**config.mk**
```make
export PLATFORM = sky130hd
export DESIGN_NAME = bist_sequencer
export DESIGN_NICKNAME = d
export VERILOG_FILES = /design/src/rtl/bist_sequencer.sv
export SDC_FILE = /design/constraint.sdc
export NUM_CORES = 1
export LEC_CHECK = 0
export CAP_MARGIN = 0
export CORE_UTILIZATION = 60
export DETAILED_ROUTE_END_ITERATION = 16
export PLACE_DENSITY_LB_ADDON = 0.15
export SLEW_MARGIN = 10
export SYNTH_ARGS = -nofsm -noshare
export SYNTH_HDL_FRONTEND = slang
export SYNTH_SLANG_ARGS = --single-unit
export TNS_END_PERCENT = 5
```
**constraint.sdc**
```tcl
create_clock -name clk -period 9.6 [get_ports clk]
set_input_delay 1.44 -clock clk [delete_from_list [all_inputs] [get_ports clk]]
set_output_delay 1.44 -clock clk [all_outputs]
set_load 0.005 [all_outputs]
```
**src/rtl/bist_sequencer.sv**
```systemverilog
// Multi-round BIST controller. It runs the INIT/RUN/CHECK sequence for each
// round and compares the MISR signature against the golden value in CHECK.
// All outputs are registered. Each output is decoded from the next-state
// value, so an output is valid in the same cycle as the state it describes.
module bist_sequencer #(
    parameter int CNT_W = 16,
    parameter int RND_W = 4,
    parameter int SIG_W = 16
) (
    input  logic             clk,
    input  logic             reset,
    input  logic             start,
    input  logic             abort,
    input  logic [CNT_W-1:0] test_len,
    input  logic [RND_W-1:0] num_rounds,
    input  logic [SIG_W-1:0] sig_in,
    input  logic [SIG_W-1:0] golden,
    output logic             init,
    output logic             running,
    output logic             toggle,
    output logic             finish,
    output logic [RND_W-1:0] round_idx,
    output logic             busy,
    output logic             bist_end,
    output logic             pass,
    output logic [RND_W-1:0] fail_round
);

    typedef enum logic [2:0] {
        S_IDLE,
        S_INIT,
        S_RUN,
        S_CHECK,
        S_DONE
    } state_t;

    state_t           state_q, state_d;
    logic [CNT_W-1:0] cnt_q, cnt_d;
    logic [CNT_W-1:0] len_q, len_d;
    logic [RND_W-1:0] rounds_q, rounds_d;
    logic [RND_W-1:0] round_q, round_d;
    logic             fail_flag_q, fail_flag_d;
    logic [RND_W-1:0] fail_round_q, fail_round_d;
    logic             init_q, init_d;
    logic             running_q, running_d;
    logic             toggle_q, toggle_d;
    logic             finish_q, finish_d;
    logic             busy_q, busy_d;
    logic             bist_end_q, bist_end_d;
    logic             pass_q, pass_d;

    // Next-state and next-output computation.
    always_comb begin
        state_d      = state_q;
        cnt_d        = cnt_q;
        len_d        = len_q;
        rounds_d     = rounds_q;
        round_d      = round_q;
        fail_flag_d  = fail_flag_q;
        fail_round_d = fail_round_q;

        case (state_q)
            S_IDLE, S_DONE: begin
                if (start) begin
                    len_d        = test_len;
                    // A round count of zero is treated as a single round.
                    rounds_d     = (num_rounds == '0) ? RND_W'(1) : num_rounds;
                    round_d      = '0;
                    cnt_d        = '0;
                    fail_flag_d  = 1'b0;
                    fail_round_d = '0;
                    state_d      = S_INIT;
                end
            end
            S_INIT: begin
                cnt_d   = '0;
                state_d = (len_q == '0) ? S_CHECK : S_RUN;
            end
            S_RUN: begin
                if (cnt_q == len_q - CNT_W'(1)) begin
                    state_d = S_CHECK;
                end else begin
                    cnt_d = cnt_q + CNT_W'(1);
                end
            end
            S_CHECK: begin
                // Only the first mismatching round is recorded.
                if ((sig_in != golden) && !fail_flag_q) begin
                    fail_flag_d  = 1'b1;
                    fail_round_d = round_q;
                end
                if (round_q == rounds_q - RND_W'(1)) begin
                    state_d = S_DONE;
                end else begin
                    round_d = round_q + RND_W'(1);
                    state_d = S_INIT;
                end
            end
            default: state_d = S_IDLE;
        endcase

        // An abort while busy takes priority over the sequencing above.
        if (abort && (state_q == S_INIT || state_q == S_RUN || state_q == S_CHECK)) begin
            state_d      = S_IDLE;
            cnt_d        = '0;
            round_d      = '0;
            fail_flag_d  = 1'b0;
            fail_round_d = '0;
        end

        init_d     = (state_d == S_INIT);
        running_d  = (state_d == S_RUN);
        finish_d   = (state_d == S_CHECK);
        busy_d     = (state_d == S_INIT) || (state_d == S_RUN) || (state_d == S_CHECK);
        bist_end_d = (state_d == S_DONE);
        pass_d     = (state_d == S_DONE) && !fail_flag_d;
        // Even RUN cycles strobe high. The last RUN cycle is always low.
        toggle_d   = (state_d == S_RUN) && (cnt_d != len_d - CNT_W'(1)) && !cnt_d[0];
    end

    // State, datapath and output registers with synchronous reset.
    always_ff @(posedge clk) begin
        if (reset) begin
            state_q      <= S_IDLE;
            cnt_q        <= '0;
            len_q        <= '0;
            rounds_q     <= '0;
            round_q      <= '0;
            fail_flag_q  <= 1'b0;
            fail_round_q <= '0;
            init_q       <= 1'b0;
            running_q    <= 1'b0;
            toggle_q     <= 1'b0;
            finish_q     <= 1'b0;
            busy_q       <= 1'b0;
            bist_end_q   <= 1'b0;
            pass_q       <= 1'b0;
        end else begin
            state_q      <= state_d;
            cnt_q        <= cnt_d;
            len_q        <= len_d;
            rounds_q     <= rounds_d;
            round_q      <= round_d;
            fail_flag_q  <= fail_flag_d;
            fail_round_q <= fail_round_d;
            init_q       <= init_d;
            running_q    <= running_d;
            toggle_q     <= toggle_d;
            finish_q     <= finish_d;
            busy_q       <= busy_d;
            bist_end_q   <= bist_end_d;
            pass_q       <= pass_d;
        end
    end

    assign init       = init_q;
    assign running    = running_q;
    assign toggle     = toggle_q;
    assign finish     = finish_q;
    assign round_idx  = round_q;
    assign busy       = busy_q;
    assign bist_end   = bist_end_q;
    assign pass       = pass_q;
    assign fail_round = fail_round_q;

endmodule

```
==> results_dict.tcl, run 1 <==
set metrics [dict create \
    cp_max_fo 26 \
    slowest_delay_ps 760 \
    antenna_found_initial 0 \
    route.met2.wl_um 6560 \
    path_cells "clkdlybuf4s50_1, or3b_2, a21o_1, inv_1, ha_1, nor3b_1, nand2_1, o22ai_1, xor2_1, o21ai_0, a221oi_1, o2111ai_1, nor3_1, nand4_1, and4bb_1, a31oi_1" \
    vias 5234 \
    syn_area_per_cell_um2 7.39 \
    ys_warn_count 0 \
    wirelength_met1_um 6150 \
    hold_viol 0 \
    worstMarginPinSlew_ps 980 \
    period_minus_slack_ps 5840 \
    synth.most_common_cell "nand2_1" \
    clkLatencyLatePin_ps 320 \
    yosys-top-cells-count "nand2_1, nor2_1, dfxtp_1, xnor2_1, clkbuf_1" \
    p_sw_mw 0.263 \
    top_layer "met4" \
    first_pass_iters 6 \
    fp.dieW_um 92.1 \
    hp-class "flip-flop to flip-flop" \
    dpl-instance-area_um2 5520 \
    fin_ws_ps 3760 \
    p_int_mw 0.436 \
    slew_viol_final 0 \
    grt_pass1_vias 4755 \
    critPathKind "primary input to flip-flop" \
    yosysUniqueCellTypes 78 \
    vdd_ir_drop_max_mv 0.0791 \
    final_core_util 0.722 \
    diodes 0 \
    maxCapViolCount 0 \
    final_area_um2 5640 \
    syn-num-nets 720 \
    power_frac_seq 0.367 \
    synthArstFlopShare 0 \
    grt_overflow 0 \
    cp.required_ps 9800 \
    grt_max_degree 30 \
    powerDensity_nw_per_um2 124 \
    core_um2 7810 \
    clock_sinks 55 \
    drt-total-wl_um 15000 \
    num_rows 32 \
    gp_congestion 0.984 \
    netlist_area_um2 4870 \
    grt_pass1_wl_um 24000 \
    initialDrtViolationCount 623 \
    synth_edf_count 0 \
    syn_to_final_growth_pct 15.7 \
    grt_use_total 0.359 \
    switching_share 0.376 \
    period_share 0.608 \
    die_h_um 92.1 \
    start_util 0.624 \
    die-area_um2 8480 \
    arrival_ps 6040 \
    yosysTopAreaCellShare 0.226 \
    status "finished clean" \
    synth.largest_area_cell "dfxtp_1" \
    cts_setup_buffers 0 \
    fmax_mhz 171 \
    cts_tree "built" \
    clock_power_share 0.235 \
    rsz0062_at_grt "false" \
    ys_ff_latch 55 \
    nFillCells 639 \
    synthTopCellsByArea "dfxtp_1, xnor2_1, nand2_1, nor2_1, mux2i_1" \
    cts_buffers 5 \
    ant_nets 0 \
    fin_worst_skew_ps 9.44 \
    post_drt_wl_per_cell_um 18.9 \
    postCtsResizedCells 0 \
    clkTransAtPathRegs_ps 110 \
    p_comb_frac 0.398 \
    fin_setup_tns_ps 0 \
    synthCells 659 \
    place_hpwl_um 11200 \
    critPathSlowestCell "or3b_2" \
    wl_met3_um 1710 \
    yosysSeqAreaShare 0.226 \
    boundaryPins 71 \
    cts_buffer_depth 2 \
    startpoint_type "primary input" \
    slew_headroom 0.346 \
    drc_errors 0 \
    finalSetupViolations 0 \
    h-tree-depth 2 \
    place_ws_ps 3510 \
    drive_gt1_frac 0.0622 \
    root_buffer "clkbuf_8" \
    p_leak_nw 1.93 \
    crit_path_end_kind "flip-flop" \
    layout.nets 751 \
    via_per_inst 6.60 \
    cts_hold_buf 0 \
    synthFlopType "dfxtp_1" \
    numPortBuffers 70 \
]
## power groups by stage
| stage | Combinational (mW) | Clock (mW) | Sequential [mW] |
|---|---|---|---|
| after global routing | 0.297 | 0.173 | 0.258 |
| after CTS | 0.270 | 0.166 | 0.256 |
| after detailed placement | 0.269 | 0 | 0.261 |
| final | 0.278 | 0.165 | 0.257 |
| after global placement | 0.262 | 0 | 0.260 |
| after floorplan | 0.201 | 0 | 0.248 |
## layout by cell type, fill, tap and decap left out, types with 6 or more instances in the layout
master / instances
clkdlybuf4s50_1: 70
o21ai_0: 21
inv_1: 10
or3_1: 12
nor3_1: 32
nor4_1: 11
or4_1: 7
nor2_1: 71
a211oi_1: 7
dfxtp_1: 55
nand4_1: 12
nand2_1: 74
a21oi_1: 37
a21o_1: 7
xnor2_1: 47
a2111oi_0: 6
nand3_1: 28
nand3b_1: 10
mux2i_1: 22
nor2b_1: 8
xor2_1: 20
## logic make-up (layout without fill, tap and decap cells)
group	after synthesis	after routing	synth area share
XOR/XNOR	67	67	0.120
AND/OR/NAND/NOR	319	319	0.359
AO/OA/AOI/OAI	128	128	0.177
adder cells (fa/ha/maj)	5	5	0.0128
multiplexers	26	26	0.0545
flip-flops	55	55	0.226
buffers and inverters	59	91	0.0501
## routing by layer
metal,up-vias,global-route usage
li1,2438,-
met1,2407,0.498
met2,339,0.557
met3,50,0.0506
met4,0,0.143
met5,-,0
## critical path: cells and delay by family
family                     cells  cell delay (ps)
and+or+nand+nor                6             1730
AOI/OAI and AO/OA              6             1280
buffers and inverters          2              740
xor gates and xnor gates       1              530
adders and majority gates      1              310
## path summary, 6_finish.rpt
kind                                               start                       end  slack (ps)  cells past startpoint
worst max-delay path                               start         toggle$_SDFF_PP0_        3760                     16
worst min-delay path            rounds_q[3]$_SDFFE_PP0P_  rounds_q[3]$_SDFFE_PP0P_         480                      2
worst max register to register     state_q[0]$_SDFF_PP0_         toggle$_SDFF_PP0_        4930                     15
worst min register to register  rounds_q[3]$_SDFFE_PP0P_  rounds_q[3]$_SDFFE_PP0P_         480                      2
## final cells by class
| cell class | instances | area, um^2 | share of cell area |
|---|---|---|---|
| flip-flops and latches | 55 | 1100 | 0.195 |
| repair buffers | 73 | 723 | 0.128 |
| multi-input cells | 545 | 3530 | 0.626 |
| inverters | 10 | 37.5 | 0.00666 |
| clock inverters | 3 | 47.5 | 0.00843 |
| clock buffers | 5 | 68.8 | 0.0122 |
| well taps | 102 | 128 | 0.0226 |
## state kept, by name (all words and copies together) (netlist names)
| signal | cells |
|---|---|
| running | 1 |
| pass | 1 |
| fail_round | 4 |
| len_q | 16 |
| init | 1 |
| bist_end | 1 |
| finish | 1 |
| state_q | 3 |
| rounds_q | 4 |
| cnt_q | 16 |
| busy | 1 |
| toggle | 1 |
| round_idx | 4 |
| fail_flag_q | 1 |
## metrics by stage
stage	power, mW	std cells	hold WS [ps]
floorplan	0.449	659	449
global placement	0.522	785	458
detailed placement	0.530	785	468
CTS	0.692	793	484
global route	0.728	793	520
finish	0.699	793	484
(Power assumes the default switching activity.)
==> run 2, diff against run 1 <==
Settings changed: CORE_UTILIZATION 60 to 50.
Clock period 9.6 ns to 5.16 ns, I/O delays scaled along.
==> results_dict.tcl, run 2 (synthesis gave the netlist of run 1 again) <==
set metrics [dict create \
    grt_pass1_wl_um 23300 \
    die_h_um 101 \
    busiest_layer "met2" \
    use_met2 0.458 \
    arrival_ps 4640 \
    drive_gt1_frac 0.0676 \
    layout_commonest_cell "nand2_1" \
    critPathKind "primary input to flip-flop" \
    final_core_util 0.611 \
    cts_hold_buf 0 \
    p_leak_nw 1.95 \
    period_minus_slack_ps 4430 \
    grt_use_met3 0.0409 \
    place_hpwl_um 11300 \
    vias 5124 \
    clkTransAtPathRegs_ps 110 \
    startpoint_type "primary input" \
    fp.dieW_um 101 \
    met1_usage 0.415 \
    postCtsResizedCells 0 \
    rsz0062_at_grt "false" \
    via_per_inst 6.22 \
    drt-total-wl_um 14900 \
    status "finished clean" \
    critPathSlowestCell "clkdlybuf4s50_1" \
    slew_viol_final 0 \
    drc_errors 0 \
    post_drt_wl_per_cell_um 18.1 \
    final_area_um2 5700 \
    core_um2 9330 \
    initialDrtViolationCount 540 \
    powerDensity_nw_per_um2 228 \
    first_pass_iters 6 \
    nFillCells 861 \
    maxCapViolCount 0 \
    clkLatencyLatePin_ps 320 \
    layout.nets 756 \
    ant_nets 0 \
    multi_input_area_um2 3530 \
    numPortBuffers 70 \
    grt_use_total 0.297 \
    slowest_delay_ps 480 \
    cts_tree "built" \
    die-area_um2 10100 \
    cp.required_ps 5360 \
    hold_viol 0 \
    diodes 0 \
    clock_sinks 55 \
    fin_worst_skew_ps 14.6 \
    cts_buffers 5 \
    grt_overflow 0 \
    cts_setup_buffers 0 \
    finalSetupViolations 0 \
    grt_pass1_vias 4591 \
    dpl-instance-area_um2 5590 \
    cp_max_fo 8 \
    totalPowerFinal_mw 1.30 \
    cts_buffer_depth 2 \
    antenna_found_initial 0 \
    grt_max_degree 30 \
    crit_path_end_kind "flip-flop" \
    seqCellArea_um2 1100 \
    start_util 0.522 \
    path_cells "clkdlybuf4s50_1, or3b_2, a21o_1, inv_1, ha_1, nor3b_1, nand2_1, o22ai_1, xor2_1, nor2_1, a221oi_1, o2111ai_1, nor3_1, nand4_1, and4bb_1, a31oi_1" \
    hp-class "flip-flop to flip-flop" \
    worstMarginPinSlew_ps 965 \
    largestRegisters "cnt_q: 16 flops, len_q: 16 flops" \
    num_rows 35 \
    period_share 0.859 \
    final_cell_mix "nand2_1, nor2_1, clkdlybuf4s50_1, dfxtp_1, xnor2_1" \
    gp_congestion 0.963 \
    fin_setup_tns_ps 0 \
    slew_headroom 0.357 \
    fmax_mhz 226 \
    h-tree-depth 2 \
    boundaryPins 71 \
    root_buffer "clkbuf_8" \
    vdd_ir_drop_max_mv 0.130 \
    syn_to_final_growth_pct 17.1 \
    holdWs_ps 493 \
]
-- run 2: changes by cell type in the layout (fill, tap and decap cells not counted), sizes merged --
cell,before,now
buf,3,8
clkinv,1,0
-- run 2: worst paths after layout --
kind,from,to,slack [ps],cells after the start
worst max-delay path,start,toggle$_SDFF_PP0_,730,16
worst min-delay path,fail_round[0]$_SDFFE_PP0P_,fail_round[0]$_SDFFE_PP0P_,490,2
worst max register to register,len_q[3]$_SDFF_PP0_,toggle$_SDFF_PP0_,870,11
worst min register to register,fail_round[0]$_SDFFE_PP0P_,fail_round[0]$_SDFFE_PP0P_,490,2
-- run 2: through the flow --
stage	setup WS (ps)	cells
global route	453	824
finish	727	824
floorplan	434	659
detailed placement	441	817
CTS	758	824
global placement	549	817
-- run 2: cell type report --
cell class / count / share of cell area
tap: 129 / 0.0283
clock buffer: 5 / 0.0121
timing repair buffer: 78 / 0.133
sequential: 55 / 0.193
multi-input combinational: 545 / 0.619
inverter: 10 / 0.00658
clock inverter: 2 / 0.00724
-- run 2: routing by layer --
metal,up-vias,part of all wire
met2,235,0.43
met1,2391,0.45
met4,0,0.038
met5,-,0
met3,47,0.081
li1,2451,-
-- run 2: critical path, delay by kind of cell --
kind,cells,cell delay [ps]
and+or+nand+nor,7,1530
AOI/OAI and AO/OA,5,960
xor gates and xnor gates,1,450
adders and majority gates,1,310
buffers and inverters,2,610
-- run 2: report_power, final --
| part | internal [mW] | switching (mW) | leakage (nW) |
|---|---|---|---|
| sequential | 0.441 | 0.0357 | 0.447 |
| clock | 0.146 | 0.158 | 0.0561 |
| combinational | 0.229 | 0.289 | 1.45 |
==> run 3, diff against run 2 <==
Settings changed: CORE_ASPECT_RATIO set to 2.
==> results_dict.tcl, run 3 (synthesis gave the netlist of run 1 again) <==
set metrics [dict create \
    status "finished clean" \
    startpoint_type "primary input" \
    layout.nets 754 \
    p_comb_frac 0.377 \
    root_buffer "clkbuf_16" \
    ant_nets 0 \
    critPathSlowestCell "xor2_1" \
    slowest_delay_ps 540 \
    cts_tree "built" \
    cts_hold_buf 0 \
    dpl-instance-area_um2 5550 \
    powerDensity_nw_per_um2 249 \
    nFillCells 889 \
    drt-total-wl_um 17400 \
    grt_overflow 0 \
    fin_worst_skew_ps 7.24 \
    first_pass_iters 6 \
    vdd_ir_drop_max_mv 0.193 \
    numPortBuffers 70 \
    p_leak_nw 1.97 \
    cp.required_ps 5320 \
    num_rows 50 \
    hp-class "flip-flop to flip-flop" \
    r2r_slack_ps 410 \
    diodes 0 \
    period_share 0.936 \
    hold_viol 0 \
    p_sw_mw 0.524 \
    grt_max_degree 34 \
    via_per_inst 6.58 \
    die-area_um2 10200 \
    crit_path_end_kind "flip-flop" \
    fp.dieW_um 71.8 \
    post-place-cells 790 \
    clkLatencyLatePin_ps 310 \
    layout_commonest_cell "nand2_1" \
    worstMarginPinSlew_ps 972 \
    finalNonFillerCells 798 \
    final_area_um2 5720 \
    power_frac_seq 0.335 \
    post_drt_wl_per_cell_um 21.7 \
    h-tree-depth 2 \
    clkTransAtPathRegs_ps 80 \
    critPathKind "primary input to flip-flop" \
    finalSetupViolations 0 \
    cts_setup_buffers 0 \
    drc_errors 0 \
    grt_use_total 0.352 \
    gp_congestion 1.03 \
    rsz0062_at_grt "false" \
    crit_family "simple AND/OR/NAND/NOR gates" \
    place_hpwl_um 13100 \
    path_buf_inv 2 \
    clock_power_share 0.288 \
    grt_pass1_vias 5293 \
    vias 5254 \
    syn_to_final_growth_pct 17.4 \
    clock_sinks 55 \
    largestRegisters "cnt_q: 16 flops, len_q: 16 flops" \
    p_int_mw 0.899 \
    boundaryPins 71 \
    initialDrtViolationCount 471 \
    cts_buffers 5 \
    start_util 0.519 \
    die_h_um 142 \
    fin_setup_tns_ps 0 \
    final_cell_mix "nand2_1, nor2_1, clkdlybuf4s50_1, dfxtp_1, xnor2_1" \
    switching_share 0.368 \
    drive_gt1_frac 0.0663 \
    core_um2 9380 \
    fmax_mhz 207 \
    path_cells "clkdlybuf4s50_1, or3b_2, a21o_1, inv_1, ha_1, nor3b_1, nand2_1, o22ai_1, xor2_1, o21ai_0, a221oi_1, o2111ai_1, nor3_1, nand4_1, and4bb_1, a31oi_1" \
    holdWs_ps 474 \
    maxCapViolCount 0 \
    slew_headroom 0.352 \
    cts_buffer_depth 2 \
    antenna_found_initial 0 \
    arrival_ps 5000 \
    postCtsResizedCells 0 \
    slew_viol_final 0 \
    cp_max_fo 8 \
    period_minus_slack_ps 4830 \
    grt_pass1_wl_um 27100 \
]
-- run 3: layer usage --
metal / wire length, um / track usage
met3: 1280 / 0.0795
met2: 8720 / 0.615
met5: 0 / 0
met1: 5660 / 0.334
met4: 1690 / 0.316
-- run 3: path summary, 6_finish.rpt --
kind,startpoint,cells past startpoint,end
setup / recovery,start,16,toggle$_SDFF_PP0_
hold / removal,rounds_q[3]$_SDFFE_PP0P_,2,rounds_q[3]$_SDFFE_PP0P_
setup reg to reg,len_q[3]$_SDFF_PP0_,11,toggle$_SDFF_PP0_
hold reg to reg,rounds_q[3]$_SDFFE_PP0P_,2,rounds_q[3]$_SDFFE_PP0P_
-- run 3: through the flow --
step                power (mW)   util  worst slack [ps]
finish                    1.42  0.609               328
global route              1.48  0.609              93.0
CTS                       1.41  0.609               504
detailed placement        1.00  0.591               214
global placement         0.993  0.591               327
floorplan                0.835      -               434
-- run 3: worst min-delay path, delay by kind of cell (launching register included) --
family,cells,cell delay [ps]
flops,1,320
simple gates,1,50
compound gates,1,50
-- run 3: area by class of cell --
cell class / instances / area, um^2 / share of cell area
Clock buffer: 5 / 125 / 0.0219
Tap cell: 104 / 130 / 0.0228
Sequential cell: 55 / 1100 / 0.193
Timing Repair Buffer: 76 / 746 / 0.130
Clock inverter: 3 / 47.5 / 0.00831
Multi-Input combinational cell: 545 / 3530 / 0.618
Inverter: 10 / 37.5 / 0.00656
-- run 3: power by group through the flow --
stage	registers, mW	logic [mW]	clock network [mW]
6_report	0.477	0.537	0.410
5_1_grt	0.479	0.577	0.426
4_1_cts	0.475	0.520	0.417
3_5_place_dp	0.485	0.518	0
3_3_place_gp	0.483	0.510	0
2_1_floorplan	0.461	0.374	0
